<file path="config.mk">
export PLATFORM = sky130hd
export DESIGN_NAME = rr_arbiter8
export DESIGN_NICKNAME = d
export VERILOG_FILES = /design/src/rtl/rr_arbiter8.sv
export SDC_FILE = /design/constraint.sdc
export NUM_CORES = 1
export LEC_CHECK = 0
export CORE_ASPECT_RATIO = 1.4
export CORE_UTILIZATION = 40
export CTS_BUF_LIST = sky130_fd_sc_hd__clkbuf_8 sky130_fd_sc_hd__clkbuf_16
export DETAILED_ROUTE_END_ITERATION = 12
export PLACE_DENSITY_LB_ADDON = 0.2
export RECOVER_POWER = 100
export SLEW_MARGIN = 20
export SYNTH_ARGS = -nofsm -noshare
export SYNTH_HDL_FRONTEND = slang
export SYNTH_SLANG_ARGS = --single-unit
</file>
<file path="constraint.sdc">
create_clock -name clk -period 4.7 [get_ports clk]
set_clock_uncertainty 0.05 [all_clocks]
set_input_delay 0.94 -clock clk [delete_from_list [all_inputs] [get_ports clk]]
set_output_delay 0.94 -clock clk [all_outputs]
set_load 0.01 [all_outputs]
</file>
<file path="src/rtl/rr_arbiter8.sv">
// Eight-way round-robin arbiter with rotating priority pointer,
// done/drop release and an optional hold-limit timeout.
module rr_arbiter8 #(
    parameter int HOLD_LIMIT = 16,
    parameter int CNT_W      = 8
) (
    input  logic       clk,
    input  logic       rst,
    input  logic [7:0] req,
    input  logic [7:0] mask,
    input  logic       done,
    output logic [7:0] grant,
    output logic [2:0] grant_idx,
    output logic       grant_valid,
    output logic       timeout
);

    typedef enum logic {
        IDLE,
        BUSY
    } state_t;

    localparam bit               LIMITED = (HOLD_LIMIT != 0);
    localparam logic [CNT_W-1:0] LAST    = CNT_W'(HOLD_LIMIT - 1);

    state_t           state;
    logic [2:0]       ptr;
    logic [CNT_W-1:0] cnt;

    logic [7:0]  eligible;
    logic [15:0] dbl;
    logic [7:0]  rot;
    logic [2:0]  off;
    logic [2:0]  winner;
    logic        any;
    logic        rel_done;
    logic        rel_drop;
    logic        rel_hold;
    logic        rel;

    function automatic logic [7:0] decode(input logic [2:0] idx);
        logic [7:0] onehot;
        onehot = 8'h00;
        unique case (idx)
            3'd0: onehot = 8'h01;
            3'd1: onehot = 8'h02;
            3'd2: onehot = 8'h04;
            3'd3: onehot = 8'h08;
            3'd4: onehot = 8'h10;
            3'd5: onehot = 8'h20;
            3'd6: onehot = 8'h40;
            3'd7: onehot = 8'h80;
        endcase
        return onehot;
    endfunction

    // Rotate so bit 0 is the requester at ptr; the lowest set bit wins.
    always_comb begin
        eligible = req & ~mask;
        any      = |eligible;
        dbl      = {eligible, eligible};
        rot      = dbl[ptr +: 8];
        off      = 3'd0;
        for (int i = 7; i >= 0; i--) begin
            if (rot[i]) begin
                off = 3'(i);
            end
        end
        winner = ptr + off;
    end

    always_comb begin
        rel_done = done;
        rel_drop = ~req[grant_idx];
        rel_hold = LIMITED && (cnt == LAST);
        rel      = rel_done | rel_drop | rel_hold;
    end

    always_ff @(posedge clk) begin
        if (rst) begin
            state       <= IDLE;
            ptr         <= 3'd0;
            cnt         <= '0;
            grant       <= 8'h00;
            grant_idx   <= 3'd0;
            grant_valid <= 1'b0;
            timeout     <= 1'b0;
        end else begin
            timeout <= 1'b0;
            unique case (state)
                IDLE: begin
                    if (any) begin
                        state       <= BUSY;
                        grant_idx   <= winner;
                        grant       <= decode(winner);
                        grant_valid <= 1'b1;
                        cnt         <= '0;
                        ptr         <= winner + 3'd1;
                    end
                end
                BUSY: begin
                    if (rel) begin
                        state       <= IDLE;
                        grant       <= 8'h00;
                        grant_valid <= 1'b0;
                        cnt         <= '0;
                        // Only a pure hold-limit revoke is flagged.
                        timeout     <= rel_hold & ~rel_done & ~rel_drop;
                    end else begin
                        cnt <= cnt + 1'b1;
                    end
                end
                default: state <= IDLE;
            endcase
        end
    end

endmodule

</file>
# Yosys cells after proc, flatten, opt, wreduce, memory -nomap -nowiden
# Memory sizes are Yosys's and may differ from the RTL's.
# Cells that the tools add are included.
# classes
mul	0
bitwise	10
add_sub_neg	3
reduce_logical	4
mux	22
n_lt_le_gt_ge	1
n_shift	1
n_div	0
eq_ne	3
# op_table
operator	count
8-bit two-way mux	4
8-bit case mux with 2 select lines	2
3-bit two-way mux	8
16-bit by 4-bit variable part select with 8-bit output	1
8-bit by 1-bit adder with 8-bit output (second input constant)	1
8-bit bitwise AND	1
8-bit by 4-bit equality test with 1-bit output (second input constant)	1
8-bit inverter	1
8-bit OR reduction	1
1-bit two-way mux	5
3-bit by 4-bit less-than comparator with 1-bit output (second input constant)	1
1-bit inverter	4
1-bit case mux with 2 select lines	2
2-bit AND reduction	2
3-bit by 1-bit adder with 3-bit output (second input constant)	1
3-bit adder	1
1-bit binary-select mux with 3-bit select	1
3-bit OR reduction	1
1-bit bitwise AND	2
2-bit by 1-bit != test with 1-bit output (second input constant)	1
2-bit != test (second input constant)	1
1-bit OR	2
# word_totals
memories	1
ramBits	0
wordCells	52
romBits	64
ff_bits	25
latch_bits	0
out_inout_bits	13
# memory_table
name	depth	width	rd	rd_clocked_by_memory_dff	write_ports	line	text
(name not given)	8	8	1	0	0	44	unique case (idx)

# Longest topological paths before layout
# An unclocked memory read counts as a cell.
# depth
word_depth	15
mapped_depth	16

# Worst setup path before layout
# Ideal clock, no wire load.
# synth_timing
path_type	input-to-reg
start	in mask[2]
end	reg ptr[2]
setup_slack_ns	0.583
n_path_buf	0
stages	15
arrival_time_ns	3.939
setup_time_ns	0.128
t_required_ns	4.522
path_cell_list	and2b_1 mux4_2 mux2_2 o21ai_0 nand3_1 a31oi_1 ha_1 inv_1 fa_1 xnor2_1 or3_4 nand2_1 ha_1 mux2i_1 nor2_1
# synth_between
elab_chain_len	13
# synth_rtl
element	line	text
start: declaration	10	input logic [7:0] mask,
8-bit inverter (*)	59	eligible = req & ~mask;
8-bit bitwise AND (*)	59	
16-bit by 4-bit variable part select with 8-bit output	62	rot = dbl[ptr +: 8];
3-bit two-way mux (8 in a row)	65	if (rot[i]) begin
3-bit adder	69	winner = ptr + off;
3-bit by 1-bit adder with 3-bit output	98	ptr <= winner + 3'd1;
end signal: assignment	98	
end: declaration	27	logic [2:0] ptr;
# Mark *: on every way between the ends. The rest lies on a longest branch, timed or not.
# A chain may end at the register's enable or synchronous reset.

# Final worst setup path
# Same ends and word-level chain as after synthesis.

==> flow_metrics.env <==
export IMPL_overflow=0
export IMPL_min_from="cnt[4]"
export IMPL_synth_edf_count=0
export IMPL_pre_cts_ws_ns=-0.0244
export IMPL_synth_ff_latch_count=25
export IMPL_peakVddDrop_mv=0.200
export IMPL_dieArea_mm2=0.00503
export IMPL_critPathArrivalTime_ns=4.54
export IMPL_hold_slack_ns=0.441
export IMPL_r2r_setup_slack_ns=0.68
export IMPL_timing_rr_end="ptr[2]"
export IMPL_setup_ws_ns=0.248
export IMPL_clockBufferDepth=2
export IMPL_viasPerCell=5.62
export IMPL_rows=29
export IMPL_synth_cell_types=49
export IMPL_fmax_mhz=225
export IMPL_post_cts_setup_buffers=0
export IMPL_cts_buffers=3
export IMPL_endpoint="ptr[2]"
export IMPL_final_layout_size_suffix_gt1_share_pct=17.5
export IMPL_r2r_start="ptr[1]"
export IMPL_antenna_found_initial=0
export IMPL_syn_area_per_cell_um2=9.50
export IMPL_dieHeight_um=83.5
export IMPL_period_minus_slack_ns=4.45
export IMPL_synthFlopType="dfxtp_1"
export IMPL_worstRegToRegCells=15
export IMPL_dpl_cell_area_mm2=0.00235
export IMPL_worstPathMaxFanout=4
export IMPL_fin_cells=302
export IMPL_clk_latency_ns=0.28
export IMPL_seq_area_frac_synth_pct=26.4
export IMPL_fin_nets=268
export IMPL_fin_area_mm2=0.00239
export IMPL_grt_max_degree=33
export IMPL_clkSinkCount=25
export IMPL_status="complete, no violations"
export IMPL_synth_area_top_cells="dfxtp_1 26%, mux4_2 12%, ha_1 4.6%"
export IMPL_wl_per_cell_um=14.9
export IMPL_cts_tree="done"
export IMPL_maxCapViolations=0
export IMPL_dp_cells=298
export IMPL_cp_required_ns=4.79
export IMPL_drc=0
export IMPL_place_hpwl_mm=3.46
export IMPL_cp_end_kind="flop"
export IMPL_grt_pass1_vias=1671
export IMPL_clockRootBuffer="clkbuf_8"
export IMPL_critPathKind="in -> reg"
export IMPL_detailedRoute_firstPassIterationCount=4
export IMPL_critPathLaunch="mask[2]"
export IMPL_area_growth_pct=25.9
export IMPL_first_iter_violations=65
export IMPL_hp_class="reg -> reg"
export IMPL_grt_use_total_pct=20.3
export IMPL_p_leak_nw=0.972
export IMPL_setup_violations=0
export IMPL_die_w_um=60.2
export IMPL_synth_top_cell_area_share_pct=26.4
export IMPL_htreeDepth=1
export IMPL_rsz0062_at_grt="no"
export IMPL_most_common_layout_cells="25 x dfxtp_1, 18 x clkdlybuf4s50_1, 17 x nand3_1, 17 x nor2_1"
export IMPL_pin_count=32
export IMPL_antenna_cells=0
export IMPL_powerDensity_mw_per_mm2=526
export IMPL_synth_cells=200
export IMPL_ant_nets=0
export IMPL_ys_async_sr_fraction_pct=0
export IMPL_synth_warnings=0
export IMPL_initial_utilization_pct=41.9
export IMPL_holdPathStages=2
export IMPL_clk_pin_slew_ns=0.09
export IMPL_synthesis_area_mm2=0.00190
export IMPL_core_area_mm2=0.00454
export IMPL_tightest_slew_ns=1.04
export IMPL_synthesis_nets=227
export IMPL_gp_congestion=0.827
export IMPL_synth_area_leader_cell="dfxtp_1"
export IMPL_drt_total_wl_mm=4.50
export IMPL_hold_viol=0
export IMPL_vias=1697
export IMPL_grt_pass1_wl_mm=7.83
export IMPL_startpoint_type="primary input"
export IMPL_maxSlewViolCount=0
export IMPL_worst_slew_margin_rel_pct=30.7
export IMPL_fin_crit_sh_pct=94.7
export IMPL_layout_commonest_cell="dfxtp_1"
export IMPL_io_buffers=31
registers in the layout (all words and copies together) (netlist names):
name and flops:
cnt 8, grant 8, grant_idx 3, ptr 3, grant_valid 1, state 1, timeout 1
what timing repair did:
| item | 4_1_cts | 5_1_grt |
|---|---|---|
| setup endpoints to repair | 0 | 1 |
| gates resized for setup | 0 | 1 |
| hold buffers | 0 | 0 |
logic make-up (layout without fill, tap and decap cells):
| logic type | count (synthesis) | count (layout) | synth area share (%) |
|---|---|---|---|
| buffers and inverters | 16 | 56 | 3.89 |
| AO/OA/AOI/OAI | 31 | 31 | 10.6 |
| XOR/XNOR | 1 | 1 | 0.461 |
| multiplexers | 23 | 23 | 19.8 |
| flip-flops | 25 | 25 | 26.4 |
| AND/OR/NAND/NOR | 96 | 96 | 33.3 |
| adder cells (fa/ha/maj) | 8 | 8 | 5.67 |
worst max-delay path: stages:
cell and delay, ns:
clkdlybuf4s50_1 0.48, and2b_1 0.19, mux4_2 0.47, mux2_2 0.31
o21ai_0 0.20, nand3_1 0.10, a31oi_1 0.20, ha_1 0.17
inv_1 0.05, fa_1 0.38, xnor2_1 0.15, or3_4 0.41
nand2_1 0.08, ha_1 0.22, mux2i_1 0.14, nor2_1 0.05
metrics by stage:
stage          setup TNS (ns)  power, W  util (%)
2_1_floorplan               0  0.000900         -
3_3_place_gp                0   0.00114      51.9
3_5_place_dp          -0.0244   0.00116      51.9
4_1_cts                     0   0.00130      52.9
5_1_grt                     0   0.00138      52.7
6_report                    0   0.00126      52.7
power by group:
group	internal, W	switching, W	total [W]
clock network	0.0000595	0.0000714	0.000131
registers	0.000262	0.0000753	0.000337
logic	0.000404	0.000385	0.000789
cell usage after synthesis, drive strengths merged (3+ instances only):
cell type  number
nor2b           7
nand3b          9
nor3            4
and4b           7
a211oi          3
ha              7
nand3          17
a21oi           7
nor4            3
o21ai          11
mux2i          10
nor4bb          6
nor2           17
dfxtp          25
mux4           10
buf             4
inv             5
and3            3
nand2           7
mux2            3
clkbuf          7
per-layer routing:
metal	wire length (um)	share of wire [%]	global-route usage, %
met1	1910	42	25.4
met3	85	1.9	2.02
met2	2370	53	33.5
met5	0	0	0
met4	131	2.9	9.94
layout make-up:
type	instances	area, um^2
tap	62	77.6
clock buffer	3	41.3
sequential	25	500
multi-input combinational	159	1320
fill	447	2140
inverter	5	18.8
timing repair buffer	47	427
clock inverter	1	5.00
worst min-delay path by stage:
| stage | to | slack (ns) |
|---|---|---|
| global placement | grant_valid | 0.42 |
| CTS | cnt[4] | 0.44 |
| floorplan | cnt[4] | 0.40 |
| global route | cnt[4] | 0.47 |
| detailed placement | cnt[4] | 0.43 |
| finish | cnt[4] | 0.44 |
(Power assumes the default switching activity.)
